==> config.mk <==
export PLATFORM = sky130hd
export DESIGN_NAME = ifetch_q
export DESIGN_NICKNAME = d
export VERILOG_FILES = /design/src/rtl/ifetch_q.sv
export SDC_FILE = /design/constraint.sdc
export NUM_CORES = 1
export LEC_CHECK = 0
export BUFFER_PORTS_ARGS = -buffer_cell sky130_fd_sc_hd__buf_4
export CAP_MARGIN = 15
export CORE_UTILIZATION = 57
export DETAILED_ROUTE_END_ITERATION = 16
export GPL_ROUTABILITY_DRIVEN = 1
export PLACE_DENSITY = 0.79
export SETUP_SLACK_MARGIN = 0.1
export SYNTH_ARGS = -nofsm -noshare
export SYNTH_HDL_FRONTEND = slang
export SYNTH_SLANG_ARGS = --single-unit
==> constraint.sdc <==
create_clock -name clk -period 3.6 [get_ports clk]
set_input_delay 0 -clock clk [delete_from_list [all_inputs] [get_ports clk]]
set_output_delay 0 -clock clk [all_outputs]
set_load 0.01 [all_outputs]
==> src/rtl/ifetch_q.sv <==
`timescale 1ns/1ps
// ifetch_q -- instruction prefetch queue
//
// Purpose:
//   Fetches sequential instructions from an instruction memory one request at
//   a time and buffers them in a DEPTH-entry FIFO of {pc, instr} pairs for a
//   downstream consumer. A branch redirect flushes the queue and restarts
//   fetching at the branch target. A request that is still in flight when the
//   redirect arrives is allowed to complete, and its data is thrown away.
//
// Ports:
//   clk, rst            clock, synchronous active-high reset
//   imem_req/imem_addr  registered fetch request and address to memory
//   imem_ack/imem_rdata memory completion and data (ignored while imem_req=0)
//   ir_valid/ir_data/ir_pc  queue head presented to the consumer
//   ir_ready            consumer accepts the head this cycle
//   br_taken/br_addr    one-cycle redirect/flush pulse and its target
//   count/empty/full    queue occupancy
//
// Handshakes:
//   Consumer side: a transfer happens on a rising edge where ir_valid=1 and
//   ir_ready=1. ir_valid does not depend on ir_ready, and ir_ready while
//   ir_valid=0 has no effect.
//   Memory side: once imem_req rises, imem_addr holds until the edge where
//   imem_ack=1, which may be the first cycle of the request. imem_ack while
//   imem_req=0 is ignored.

module ifetch_q #(
  parameter int            AW       = 16,
  parameter int            DW       = 32,
  parameter int            DEPTH    = 4,
  parameter logic [AW-1:0] RESET_PC = '0
) (
  input  logic                    clk,
  input  logic                    rst,
  output logic                    imem_req,
  output logic [AW-1:0]           imem_addr,
  input  logic                    imem_ack,
  input  logic [DW-1:0]           imem_rdata,
  output logic                    ir_valid,
  output logic [DW-1:0]           ir_data,
  output logic [AW-1:0]           ir_pc,
  input  logic                    ir_ready,
  input  logic                    br_taken,
  input  logic [AW-1:0]           br_addr,
  output logic [$clog2(DEPTH):0]  count,
  output logic                    empty,
  output logic                    full
);

  localparam int            PW      = $clog2(DEPTH);
  localparam int            CW      = PW + 1;
  localparam logic [CW-1:0] DEPTH_C = CW'(DEPTH);

  // Fetch side state
  logic [AW-1:0] r_fetch_pc;
  logic          r_req;
  logic [AW-1:0] r_addr;
  logic          r_drop;

  // Queue state
  logic [PW-1:0] r_wptr;
  logic [PW-1:0] r_rptr;
  logic [CW-1:0] r_count;
  logic [AW-1:0] r_mem_pc   [DEPTH];
  logic [DW-1:0] r_mem_data [DEPTH];

  // Next-state and event wires
  logic          w_ack;
  logic          w_hold;
  logic          w_push;
  logic          w_pop;
  logic          w_empty;
  logic          w_issue;
  logic          w_req_next;
  logic          w_drop_next;
  logic [CW-1:0] w_count_next;
  logic [AW-1:0] w_fetch_pc_next;

  assign w_empty = (r_count == '0);

  // An ack only counts while a request is actually outstanding.
  assign w_ack  = r_req & imem_ack;
  // The current request stays outstanding past this edge.
  assign w_hold = r_req & ~imem_ack;

  // Acked data enters the queue unless it belongs to a request that was
  // overtaken by a redirect (drop flag) or a redirect lands in this very cycle.
  assign w_push = w_ack & ~r_drop & ~br_taken;

  // A flush wins over any same-cycle pop; popping an empty queue does nothing.
  assign w_pop  = ~w_empty & ir_ready & ~br_taken;

  always_comb begin
    w_count_next = r_count;
    if (br_taken) begin
      w_count_next = '0;
    end else begin
      case ({w_push, w_pop})
        2'b10:   w_count_next = r_count + CW'(1);
        2'b01:   w_count_next = r_count - CW'(1);
        default: w_count_next = r_count;
      endcase
    end
  end

  // fetch_pc tracks the address of the request being issued or held. It only
  // advances when an ack actually delivers data into the queue, so a dropped
  // ack leaves it pointing at the redirect target.
  always_comb begin
    w_fetch_pc_next = r_fetch_pc;
    if (br_taken) begin
      w_fetch_pc_next = br_addr;
    end else if (w_push) begin
      w_fetch_pc_next = r_fetch_pc + AW'(1);
    end
  end

  // A new request is only launched when there is room for its data after this
  // edge; with one request in flight at most, the queue can never overflow.
  assign w_issue    = ~w_hold & (w_count_next < DEPTH_C);
  assign w_req_next = w_hold | w_issue;

  // The drop flag marks an in-flight request whose data must be discarded.
  // It is set by a redirect that finds the request still unacked, survives
  // further redirects, and clears on the ack it was waiting for.
  always_comb begin
    w_drop_next = r_drop;
    if (w_hold && br_taken) begin
      w_drop_next = 1'b1;
    end else if (w_ack) begin
      w_drop_next = 1'b0;
    end
  end

  always_ff @(posedge clk) begin
    if (rst) begin
      r_fetch_pc <= RESET_PC;
      r_req      <= 1'b0;
      r_addr     <= RESET_PC;
      r_drop     <= 1'b0;
      r_wptr     <= '0;
      r_rptr     <= '0;
      r_count    <= '0;
    end else begin
      r_fetch_pc <= w_fetch_pc_next;
      r_req      <= w_req_next;
      r_drop     <= w_drop_next;
      r_count    <= w_count_next;
      if (w_issue) begin
        r_addr <= w_fetch_pc_next;
      end
      if (br_taken) begin
        r_wptr <= '0;
        r_rptr <= '0;
      end else begin
        if (w_push) begin
          r_wptr <= r_wptr + PW'(1);
        end
        if (w_pop) begin
          r_rptr <= r_rptr + PW'(1);
        end
      end
    end
  end

  // Queue storage needs no reset: entries are only read when count says so.
  always_ff @(posedge clk) begin
    if (w_push) begin
      r_mem_pc[r_wptr]   <= r_addr;
      r_mem_data[r_wptr] <= imem_rdata;
    end
  end

  assign imem_req  = r_req;
  assign imem_addr = r_addr;
  assign ir_valid  = ~w_empty;
  assign ir_pc     = r_mem_pc[r_rptr];
  assign ir_data   = r_mem_data[r_rptr];
  assign count     = r_count;
  assign empty     = w_empty;
  assign full      = (r_count == DEPTH_C);

endmodule

==> results.py <==
metrics = {
    "drt": {
        "wl_per_cell_um": 21.1,
        "top_layer": "met4",
        "routed_wl_um": 19200,
        "met3_length_um": 1170,
        "vias": 5209,
        "first_pass_iters": 5,
        "postRouteAntennaNets": 0,
        "drt_iter0_drc": 359,
        "drt-met1-wl_um": 7940,
        "routed_via_density": 5.74,
        "route.detailed.drc": 0,
        "wl_met2_um": 9780,
    },
    "yosys": {
        "synth_mux_area_frac": 0.132,
        "avgSynthCellArea_sq_um": 18.5,
        "synth_cell_types": 51,
        "ys_ff_latch": 235,
        "synthAdderAreaFrac": 0.0106,
        "synth_compound_area_frac": 0.0283,
        "synth_flop_cell": "edfxtp_1",
        "yosys_warnings": 0,
        "syn_inst": 485,
        "synth-xor-area-share": 0.0146,
        "ys_seq_area_frac": 0.738,
        "synth_top_family_by_area": "multiplexers",
        "synth_nets": 545,
        "synth-async-reset-ratio": 0,
        "synth_edf_count": 192,
        "synth_area_sq_um": 8980,
        "yosys.area_share.simple": 0.0634,
    },
    "finish": {
        "syn2layout_area_growth_pct": 27.9,
        "layout.nets": 742,
        "finalNonFillerCells": 908,
        "diodes": 0,
        "post-route-cell-area_sq_um": 11500,
        "final_common_cell": "edfxtp_1",
        "final_util": 0.751,
        "final_cell_mix": "edfxtp_1, buf_4, dlygate4sd3_1, mux4_2, dfxtp_1",
        "drive_gt1_frac": 0.324,
    },
    "cts": {
        "clock-sinks": 235,
        "clockBufferDepth": 3,
        "tritoncts": "built",
        "insertion_delay_ns": 0.50,
        "cts_root_buffer": "clkbuf_16",
        "post_cts_buffers": 0,
        "numCtsBuffers": 23,
        "clk_pin_slew_ns": 0.06,
        "htree_levels": 1,
    },
    "global_routing": {
        "grt_pass1_vias": 5511,
        "grt_antenna_before_repair": 0,
        "grt_pass1_wl_um": 30200,
        "grt_usage": 0.248,
        "grt_max_degree": 49,
        "grt-ovfl-total": 0,
    },
    "setup_path": {
        "slowest_delay_ns": 0.46,
        "crit_chain": "nand3b_1, nor2_1, inv_1, ha_1, fa_1, xnor2_1, o211ai_1, and3_4, nand2_1, o21ai_0",
        "slowest_stage": "dfxtp_1",
        "setup.worst_path.class": "register to register",
        "cp-start-kind": "register",
        "end_kind": "register",
        "cp_data_arrival_time_ns": 3.60,
        "crit_buf_inv": 1,
        "crit_required_ns": 4.00,
        "cp_max_fo": 13,
        "cp_top_family": "simple AND/OR/NAND/NOR gates",
    },
    "sta": {
        "setup_tns_ns": 0,
        "setup_viol": 0,
        "worst_pin_slew_ns": 0.993,
        "hold_viol": 0,
        "layout_setup_ws_ns": 0.395,
        "fin_crit_sh": 0.890,
        "hold_slack_ns": 0.0273,
        "max_freq_ghz": 0.312,
        "timing.slew.headroom": 0.338,
        "slew_viol_final": 0,
        "fin_skew_ns": 0.0189,
        "rsz0062_at_grt": "false",
        "finalCriticalPeriod_ns": 3.20,
    },
    "power_and_ir_drop": {
        "irDropWorstVdd_v": 0.000316,
        "leakage_nw": 4.10,
        "powerDensity_nw_per_um2": 487,
        "power.total_mw": 5.60,
    },
    "floorplanning": {
        "initial_core_util": 0.587,
        "die-width_um": 128,
        "die_h_um": 128,
        "rows": 45,
        "dieArea_sq_um": 16300,
        "io_pins": 124,
        "core_sq_um": 15300,
    },
    "place": {
        "dp_hpwl_um": 11200,
        "post-place-ws_ns": 0.406,
        "io_buffer_count": 123,
        "gp_congestion": 0.899,
        "dpl-instance-area_sq_um": 10200,
        "placedCellCount": 805,
    },
    "min_path": {
        "hold_class": "input port to register",
    },
    "status": {
        "status": "complete, no violations",
    },
    "run": {
        "max_cap_violations": 0,
    },
}
## final cells by class
cell class | instances | area (sq um)
timing repair buffer | 193 | 1630
multi-input combinational | 222 | 2250
tap | 211 | 264
sequential | 235 | 6630
clock buffer | 28 | 594
clock inverter | 12 | 100
inverter | 7 | 26.3
fill | 902 | 3820
## flip-flops by register name (all words and copies together), names as in the netlist, named ones only
signal	count
r_drop	1
r_mem_data	128
r_rptr	2
r_fetch_pc	16
r_mem_pc	64
imem_req	1
imem_addr	16
count	3
r_wptr	2
## synth_stat cells (4+ instances only)
cell type	number	area share
a21oi_1	12	0.0067
and2_1	8	0.0056
buf_2	8	0.0045
clkbuf_1	10	0.0042
dfxtp_1	43	0.096
edfxtp_1	192	0.64
ha_1	6	0.0084
inv_1	6	0.0025
mux2i_1	7	0.0078
mux4_2	48	0.12
nand2_1	24	0.010
nand3_1	11	0.0061
nand4_1	6	0.0042
nor2_1	28	0.012
nor3_1	5	0.0028
o21ai_0	10	0.0056
or3_1	4	0.0028
xnor2_1	9	0.0088
xor2_1	6	0.0058
## timing repair
action / in CTS / in global routing
endpoints found under the hold margin: 163 / 0
endpoints found under the setup margin: 0 / 2
hold buffers: 63 / 0
gates resized for setup: 0 / 1
## worst register-to-register path, cell delays in order (launching register included)
cell	delay, ns
dfxtp_1	0.46
nand3b_1	0.30
nor2_1	0.30
inv_1	0.10
ha_1	0.23
fa_1	0.40
xnor2_1	0.16
o211ai_1	0.37
and3_4	0.40
nand2_1	0.14
o21ai_0	0.25
## path summary, 6_finish.rpt
path	startpoint	to	slack, ns	cells past startpoint
hold / removal	br_addr[11]	r_fetch_pc[11]$_SDFF_PP0_	0.03	4
setup / recovery	imem_req$_SDFF_PP0_	imem_addr[2]$_SDFFE_PP0P_	0.40	10
hold reg to reg	imem_addr[4]$_SDFFE_PP0P_	r_mem_pc[2][4]$_DFFE_PP_	0.54	0
setup reg to reg	imem_req$_SDFF_PP0_	imem_addr[2]$_SDFFE_PP0P_	0.40	10
## cell families (layout without fill, tap and decap cells)
family,count (synthesis),count (layout)
AO/OA/AOI/OAI,38,38
XOR/XNOR,15,15
adder cells (fa/ha/maj),7,7
buffers and inverters,28,240
flip-flops,235,235
multiplexers,58,58
AND/OR/NAND/NOR,104,104
## per-layer routing
| metal | up-vias | track usage |
|---|---|---|
| li1 | 2309 | - |
| met1 | 2671 | 0.332 |
| met2 | 203 | 0.427 |
| met3 | 26 | 0.0431 |
| met4 | 0 | 0.0630 |
| met5 | - | 0 |
## where the power goes
group	leakage, nW	switching (mW)	internal, mW
logic	1.65	0.146	0.173
registers	2.11	0.0492	2.99
clock network	0.338	0.937	1.31
Power figures use the tool's default switching activity.
